<file path="src/rtl/mem_loader_pkg.sv">
// Shared types and constants for the mem_loader boot loader.
// Optional checksum trailer is enabled with MEM_LOADER_CHECKSUM_EN.
package loader_pkg;

    localparam int unsigned BYTE_W  = 8;
    localparam int unsigned WORD_W  = 32;
    localparam int unsigned COUNT_W = 16;

    typedef enum logic [2:0] {
        ST_IDLE,
        ST_ADDR,
        ST_COUNT,
        ST_DATA,
        ST_CSUM,
        ST_RUN,
        ST_ERROR
    } state_e;

    localparam logic [BYTE_W-1:0] CMD_IMEM = 8'h01;
    localparam logic [BYTE_W-1:0] CMD_DMEM = 8'h02;
    localparam logic [BYTE_W-1:0] CMD_RUN  = 8'h03;

    // True for the states that still take stream bytes.
    function automatic logic state_accepts(input state_e st);
        return (st != ST_RUN) && (st != ST_ERROR);
    endfunction

endpackage

</file>
<file path="src/rtl/mem_loader_byte_packer.sv">
// byte_packer: shifts stream bytes into a big-endian word and flags every 4th byte.
// clear_i realigns the byte count to a word boundary.
module byte_packer
    import loader_pkg::*;
(
    input  logic              clock,
    input  logic              reset,
    input  logic              clear_i,
    input  logic              shift_i,
    input  logic [BYTE_W-1:0] byte_i,
    output logic [1:0]        count_o,
    output logic [WORD_W-1:0] word_next_c,
    output logic              word_valid_c
);

    logic [WORD_W-1:0] word_q;
    logic [1:0]        count_q;

    // Earliest byte ends up in the MSB once four bytes are in.
    assign word_next_c  = {word_q[WORD_W-BYTE_W-1:0], byte_i};
    assign word_valid_c = shift_i && (count_q == 2'd3);
    assign count_o      = count_q;

    always_ff @(posedge clock) begin
        if (reset || clear_i) begin
            word_q  <= '0;
            count_q <= 2'd0;
        end else if (shift_i) begin
            word_q  <= word_next_c;
            count_q <= count_q + 2'd1;
        end
    end

endmodule

</file>
<file path="src/rtl/mem_loader.sv">
// mem_loader: byte-stream boot loader writing IMEM/DMEM and releasing the core on RUN.
// Define MEM_LOADER_CHECKSUM_EN to require an XOR checksum byte after each non-empty block.
module mem_loader
    import loader_pkg::*;
#(
    parameter int unsigned IMEM_WORDS = 1024,
    parameter int unsigned DMEM_BYTES = 4096
) (
    input  logic        clock,
    input  logic        reset,
    input  logic [7:0]  in_data,
    input  logic        in_valid,
    output logic        in_ready,
    output logic        imem_we,
    output logic        dmem_we,
    output logic [31:0] mem_addr,
    output logic [31:0] mem_wdata,
    output logic        cpu_reset,
    output logic        done,
    output logic        error
);

    localparam logic [WORD_W:0] IMEM_LIMIT = 33'(IMEM_WORDS) << 2;
    localparam logic [WORD_W:0] DMEM_LIMIT = 33'(DMEM_BYTES);

    state_e state_q, state_d;

    logic [WORD_W-1:0]  addr_q, addr_d;
    logic [COUNT_W-1:0] left_q, left_d;
    logic               imem_sel_q, imem_sel_d;
    logic               imem_we_q, imem_we_d;
    logic               dmem_we_q, dmem_we_d;
    logic [WORD_W-1:0]  mem_addr_q, mem_addr_d;
    logic [WORD_W-1:0]  mem_wdata_q, mem_wdata_d;
    logic               in_ready_q, in_ready_d;
    logic               cpu_reset_q, cpu_reset_d;
    logic               done_q, done_d;
    logic               error_q, error_d;
`ifdef MEM_LOADER_CHECKSUM_EN
    logic [BYTE_W-1:0]  csum_q, csum_d;
`endif

    logic               accept_c;
    logic               out_of_range_c;
    logic               pk_clear_c;
    logic               pk_shift_c;
    logic [1:0]         pk_count;
    logic [WORD_W-1:0]  pk_word_next_c;
    logic               pk_word_valid_c;

    byte_packer u_packer (
        .clock        (clock),
        .reset        (reset),
        .clear_i      (pk_clear_c),
        .shift_i      (pk_shift_c),
        .byte_i       (in_data),
        .count_o      (pk_count),
        .word_next_c  (pk_word_next_c),
        .word_valid_c (pk_word_valid_c)
    );

    assign accept_c = in_valid && in_ready_q;

    // Range check on the whole word; 33-bit math keeps addresses near 2^32 from wrapping into range.
    assign out_of_range_c = imem_sel_q ? ({1'b0, addr_q} >= IMEM_LIMIT)
                                       : (({1'b0, addr_q} + 33'd3) >= DMEM_LIMIT);

    always_ff @(posedge clock) begin
        if (reset) begin
            state_q <= ST_IDLE;
        end else begin
            state_q <= state_d;
        end
    end

    always_comb begin
        state_d     = state_q;
        addr_d      = addr_q;
        left_d      = left_q;
        imem_sel_d  = imem_sel_q;
        imem_we_d   = 1'b0;
        dmem_we_d   = 1'b0;
        mem_addr_d  = mem_addr_q;
        mem_wdata_d = mem_wdata_q;
        pk_clear_c  = 1'b0;
        pk_shift_c  = 1'b0;
`ifdef MEM_LOADER_CHECKSUM_EN
        csum_d      = csum_q;
`endif

        case (state_q)
            ST_IDLE: begin
                pk_clear_c = 1'b1;
                if (accept_c) begin
                    case (in_data)
                        CMD_IMEM: begin
                            state_d    = ST_ADDR;
                            imem_sel_d = 1'b1;
                        end
                        CMD_DMEM: begin
                            state_d    = ST_ADDR;
                            imem_sel_d = 1'b0;
                        end
                        CMD_RUN: state_d = ST_RUN;
                        default: state_d = ST_ERROR;
                    endcase
                end
            end
            ST_ADDR: begin
                pk_shift_c = accept_c;
                if (pk_word_valid_c) begin
                    addr_d  = pk_word_next_c;
                    state_d = ST_COUNT;
                end
            end
            ST_COUNT: begin
                pk_shift_c = accept_c;
                // Second count byte: realign the packer so data starts on a word boundary.
                if (accept_c && (pk_count == 2'd1)) begin
                    pk_clear_c = 1'b1;
                    left_d     = pk_word_next_c[COUNT_W-1:0];
`ifdef MEM_LOADER_CHECKSUM_EN
                    csum_d     = '0;
`endif
                    if (addr_q[1:0] != 2'b00) begin
                        state_d = ST_ERROR;
                    end else if (pk_word_next_c[COUNT_W-1:0] == '0) begin
                        state_d = ST_IDLE;
                    end else begin
                        state_d = ST_DATA;
                    end
                end
            end
            ST_DATA: begin
                pk_shift_c = accept_c;
`ifdef MEM_LOADER_CHECKSUM_EN
                if (accept_c) begin
                    csum_d = csum_q ^ in_data;
                end
`endif
                if (pk_word_valid_c) begin
                    if (out_of_range_c) begin
                        state_d = ST_ERROR;
                    end else begin
                        imem_we_d   = imem_sel_q;
                        dmem_we_d   = !imem_sel_q;
                        mem_addr_d  = addr_q;
                        mem_wdata_d = pk_word_next_c;
                        addr_d      = addr_q + 32'd4;
                        left_d      = left_q - 16'd1;
                        if (left_q == 16'd1) begin
`ifdef MEM_LOADER_CHECKSUM_EN
                            state_d = ST_CSUM;
`else
                            state_d = ST_IDLE;
`endif
                        end
                    end
                end
            end
`ifdef MEM_LOADER_CHECKSUM_EN
            ST_CSUM: begin
                if (accept_c) begin
                    state_d = (in_data == csum_q) ? ST_IDLE : ST_ERROR;
                end
            end
`endif
            ST_RUN:   state_d = ST_RUN;
            ST_ERROR: state_d = ST_ERROR;
            default:  state_d = ST_ERROR;
        endcase
    end

    // Status outputs are registered copies of the next state so they track it with no lag.
    assign in_ready_d  = state_accepts(state_d);
    assign cpu_reset_d = (state_d != ST_RUN);
    assign done_d      = (state_d == ST_RUN);
    assign error_d     = (state_d == ST_ERROR);

    always_ff @(posedge clock) begin
        if (reset) begin
            addr_q      <= '0;
            left_q      <= '0;
            imem_sel_q  <= 1'b0;
            imem_we_q   <= 1'b0;
            dmem_we_q   <= 1'b0;
            mem_addr_q  <= '0;
            mem_wdata_q <= '0;
            in_ready_q  <= 1'b1;
            cpu_reset_q <= 1'b1;
            done_q      <= 1'b0;
            error_q     <= 1'b0;
`ifdef MEM_LOADER_CHECKSUM_EN
            csum_q      <= '0;
`endif
        end else begin
            addr_q      <= addr_d;
            left_q      <= left_d;
            imem_sel_q  <= imem_sel_d;
            imem_we_q   <= imem_we_d;
            dmem_we_q   <= dmem_we_d;
            mem_addr_q  <= mem_addr_d;
            mem_wdata_q <= mem_wdata_d;
            in_ready_q  <= in_ready_d;
            cpu_reset_q <= cpu_reset_d;
            done_q      <= done_d;
            error_q     <= error_d;
`ifdef MEM_LOADER_CHECKSUM_EN
            csum_q      <= csum_d;
`endif
        end
    end

    assign in_ready  = in_ready_q;
    assign imem_we   = imem_we_q;
    assign dmem_we   = dmem_we_q;
    assign mem_addr  = mem_addr_q;
    assign mem_wdata = mem_wdata_q;
    assign cpu_reset = cpu_reset_q;
    assign done      = done_q;
    assign error     = error_q;

endmodule

</file>
<file path="config.mk">
export PLATFORM = sky130hd
export DESIGN_NAME = mem_loader
export DESIGN_NICKNAME = d
export VERILOG_FILES = /design/src/rtl/mem_loader_pkg.sv /design/src/rtl/mem_loader_byte_packer.sv /design/src/rtl/mem_loader.sv
export SDC_FILE = /design/constraint.sdc
export NUM_CORES = 1
export LEC_CHECK = 0
export CAP_MARGIN = 20
export CORE_MARGIN = 2
export CORE_UTILIZATION = 51
export DETAILED_ROUTE_END_ITERATION = 6
export HOLD_SLACK_MARGIN = 0.15
export PLACE_DENSITY = 0.85
export REMOVE_ABC_BUFFERS = 1
export SYNTH_ARGS = -nofsm -noshare
export SYNTH_HDL_FRONTEND = slang
export SYNTH_SLANG_ARGS = --single-unit
</file>
<file path="constraint.sdc">
create_clock -name clock -period 2.8 [get_ports clock]
set_input_delay 0.56 -clock clock [delete_from_list [all_inputs] [get_ports clock]]
set_output_delay 0.56 -clock clock [all_outputs]
set_load 0.05 [all_outputs]
</file>
==> metrics <==
status finished, violations left; failing checks negative setup slack; overall power around 5.3 mW; core area between 10000 and 15000 um^2; WL final between 20 and 25 mm; largest net degree at the start of global routing 54; Top FF cell, synth dfxtp_1; HP Class flop to flop; sequential power share 0.417; worst-margin pin slew about 840 ps; root buf cell clkbuf_16; CTS tree done; Synth-to-Final Area Change 35.11%; Pre-antenna DRT Iters 7; final setup fails 3; area leader, netlist dfxtp_1; most common cell in the netlist dfxtp_1; Starting Density 0.5207; CP dominant cell by count nor4_4; combinational share of power 0.151; sequential area share after synthesis 0.4314; Clock Skew 11.36 ps; hpwl dp about 14 mm; number of synthesized flops with an enable pin 0; mapped cell area 6868 um^2; area share of the largest cell type after synthesis 0.4314; crit path time final 2803 ps; P_int approximately 3.8 mW; Synth Instances 803; crit-path max cell delay 360 ps; Maximum Capacitance Violations 0; Routed Antenna Nets 0; Slew Viols, Final 0; arrival time at the worst endpoint 3120 ps; VDD IR-drop max 0.6425 mV; Yosys warning count 0; kind of cell adding the most delay to the critical path simple AND/OR/NAND/NOR gates; worst-path cell chain nand4_1 > nor4_4 > buf_4 > buf_6 > or3_1 > a221o_1 > nor4_4 > and3_4 > o21ai_4 > buf_12 > a32o_1; DR vias/cell 6.331; Die Width 120.0 um; Placed Area 8426 um^2; diode count 0; clock group share of total power 0.432; Worst Setup Start Kind flop; vias in the first global route 6617; Ports 81; die area about 14000 um^2; DRC viols 0; Sw Pwr 1.554 mW; XOR/XNOR Fraction of Synth Area 0.01148; Synth Area in Adders 0.01093; worst r2r path cells 11; final setup margin -3.376 ps; clock sink count 148; initial DRC count 785; later-pin clock latency in the skew report 430 ps; top cells by count, synth dfxtp_1 (148), nand2_1 (123), a32o_1 (50); Hold Fails Final Rpt 0; Synth Register Bits 148; kind of critical path flop to flop; Reg2Reg Capture Point mem_wdata[4]$_SDFFE_PP0P_; net switching fraction of the power 0.2912; Critical R2R Launch addr_q[2]$_SDFFE_PP0P_; sum of negative setup slack -6.013 ps; clock buffer depth 2; Total Routing Usage GR 0.3015; cts hold-fix bufs 0; top cells by area, synth dfxtp_1 (43%), a32o_1 (7.3%), nand2_1 (6.7%); Worst-path clk slew 60 ps; initial antenna violation count 0; Slew HR 0.4422; CTS buffer count 17; PortBufs 80; placed cell count between 1000 and 1500; DR vias 7160; slowest stage cell on the critical path a221o_1; PwrDens ~570 nW/um^2; crit end category flop; min-delay src mem_addr[28]$_SDFFE_PP0P_; share of async-settable or async-resettable flops after synthesis 0; post-synthesis compound-gate area fraction 0.2418; hold path depth 1; cell area after layout 9279 um^2; R2R Setup Slk -3 ps; post-synth cell types 70; worst path required time 3120 ps; first-pass GRT wire length 34.49 mm; FP Rows 42; GP Congestion 0.9520; main combinational cell family by area after synthesis simple AND/OR/NAND/NOR gates; Routed WL per cell 19.36 um; Final #Nets 960; Synth Area per Inst 8.553 um^2; total congestion overflow 0; Hold Path End mem_addr[28]$_SDFFE_PP0P_; CP bufs+invs 3; P_leak 3.439 nW; Die Y 120.0 um; fmax 356.7 MHz; proportion of layout cells with a drive suffix above 1 0.2073; maximum fanout count along the critical path 17; final period utilization 1.001; final non-filler cell total ~1100; post-synthesis mux area share 0.002915; post-synthesis simple-gate area fraction 0.2421; Hold WS 479.8 ps; CTS H-tree lvls 4; unrepaired setup endpoints after global routing true
metrics by stage:
stage / util / setup WS [ps]
floorplan: - / -2250
global placement: 0.6388 / -175.4
detailed placement: 0.6388 / -236.1
CTS: 0.6909 / 0.5222
global route: 0.7035 / -74.64
finish: 0.7035 / -3.376
registers in the layout (all words and copies together) (netlist names), 2 cells and up:
name              cells
mem_addr             32
u_packer.word_q      24
u_packer.count_o      2
left_q               16
addr_q               32
state_q               3
mem_wdata            32
kinds of logic (layout without fill, tap and decap cells):
| group | after synthesis | count (layout) |
|---|---|---|
| flip-flops | 148 | 148 |
| adder cells (fa/ha/maj) | 6 | 6 |
| AND/OR/NAND/NOR | 327 | 327 |
| AO/OA/AOI/OAI | 224 | 224 |
| XOR/XNOR | 9 | 9 |
| multiplexers | 2 | 2 |
| buffers and inverters | 87 | 239 |
what timing repair did:
action                     in CTS  in global routing
resized for setup              19                 44
cloned                          1                  1
buffers inserted                3                  3
pin swaps                       7                 12
hold endpoints to repair        0                  0
setup endpoints to repair      96                117
cell type report:
cell class              instances  area, um^2
clock buffers                  19       442.9
clock inverters                12       143.9
fillers                       975        3911
inverters                      16       60.06
multi-input cells             568        3676
flip-flops and latches        148        2975
well taps                     176       220.2
repair buffers                192        1760
power groups by stage:
stage	clock network, mW	logic [mW]	registers [mW]
floorplan	0	0.379	2.31
detailed placement	0	0.749	2.27
global placement	0	0.735	2.27
finish	2.31	0.803	2.23
global route	2.42	0.862	2.23
CTS	2.31	0.768	2.22
worst max path at each step:
stage	start	end	slack, ps	cells after the start
floorplan	in_ready$_SDFF_PP1_	imem_we$_SDFF_PP0_	-2250	7
global placement	in_data[4]	state_q[0]$_SDFF_PP0_	-180	10
detailed placement	in_data[4]	state_q[0]$_SDFF_PP0_	-240	10
CTS	addr_q[3]$_SDFFE_PP0P_	addr_q[6]$_SDFFE_PP0P_	0.5	11
global route	addr_q[2]$_SDFFE_PP0P_	mem_wdata[4]$_SDFFE_PP0P_	-70	10
finish	addr_q[2]$_SDFFE_PP0P_	mem_wdata[4]$_SDFFE_PP0P_	-3	11
cell usage in the layout (no fill, tap or decap), types with 5 or more instances in the layout:
cell | netlist | routed
or4b_1 | 5 | 5
clkbuf_16 | 0 | 18
o31ai_1 | 6 | 5
buf_6 | 5 | 5
nand3_1 | 32 | 28
dfxtp_2 | 0 | 7
nand2_1 | 123 | 123
nor2_1 | 42 | 40
ha_1 | 6 | 5
a21o_1 | 5 | 5
dfxtp_1 | 148 | 140
nor3_2 | 2 | 5
o21ai_1 | 2 | 12
and3_1 | 30 | 29
inv_6 | 0 | 5
nor4_1 | 12 | 9
buf_12 | 0 | 6
nor3_1 | 21 | 18
inv_1 | 15 | 14
o221ai_1 | 7 | 6
a32o_1 | 50 | 49
clkdlybuf4s50_1 | 0 | 80
o211ai_1 | 14 | 14
buf_4 | 8 | 99
and2_1 | 6 | 6
nand4_1 | 19 | 19
a21oi_1 | 49 | 47
o21ai_0 | 33 | 22
o311ai_0 | 6 | 5
layer usage:
metal / vias to the layer above / GRT usage / part of all wire
li1: 3295 / - / -
met1: 3414 / 0.4116 / 0.42
met2: 408 / 0.4620 / 0.46
met3: 43 / 0.06939 / 0.095
met4: 0 / 0.1184 / 0.024
met5: - / 0 / 0
Power figures use the tool's default switching activity.
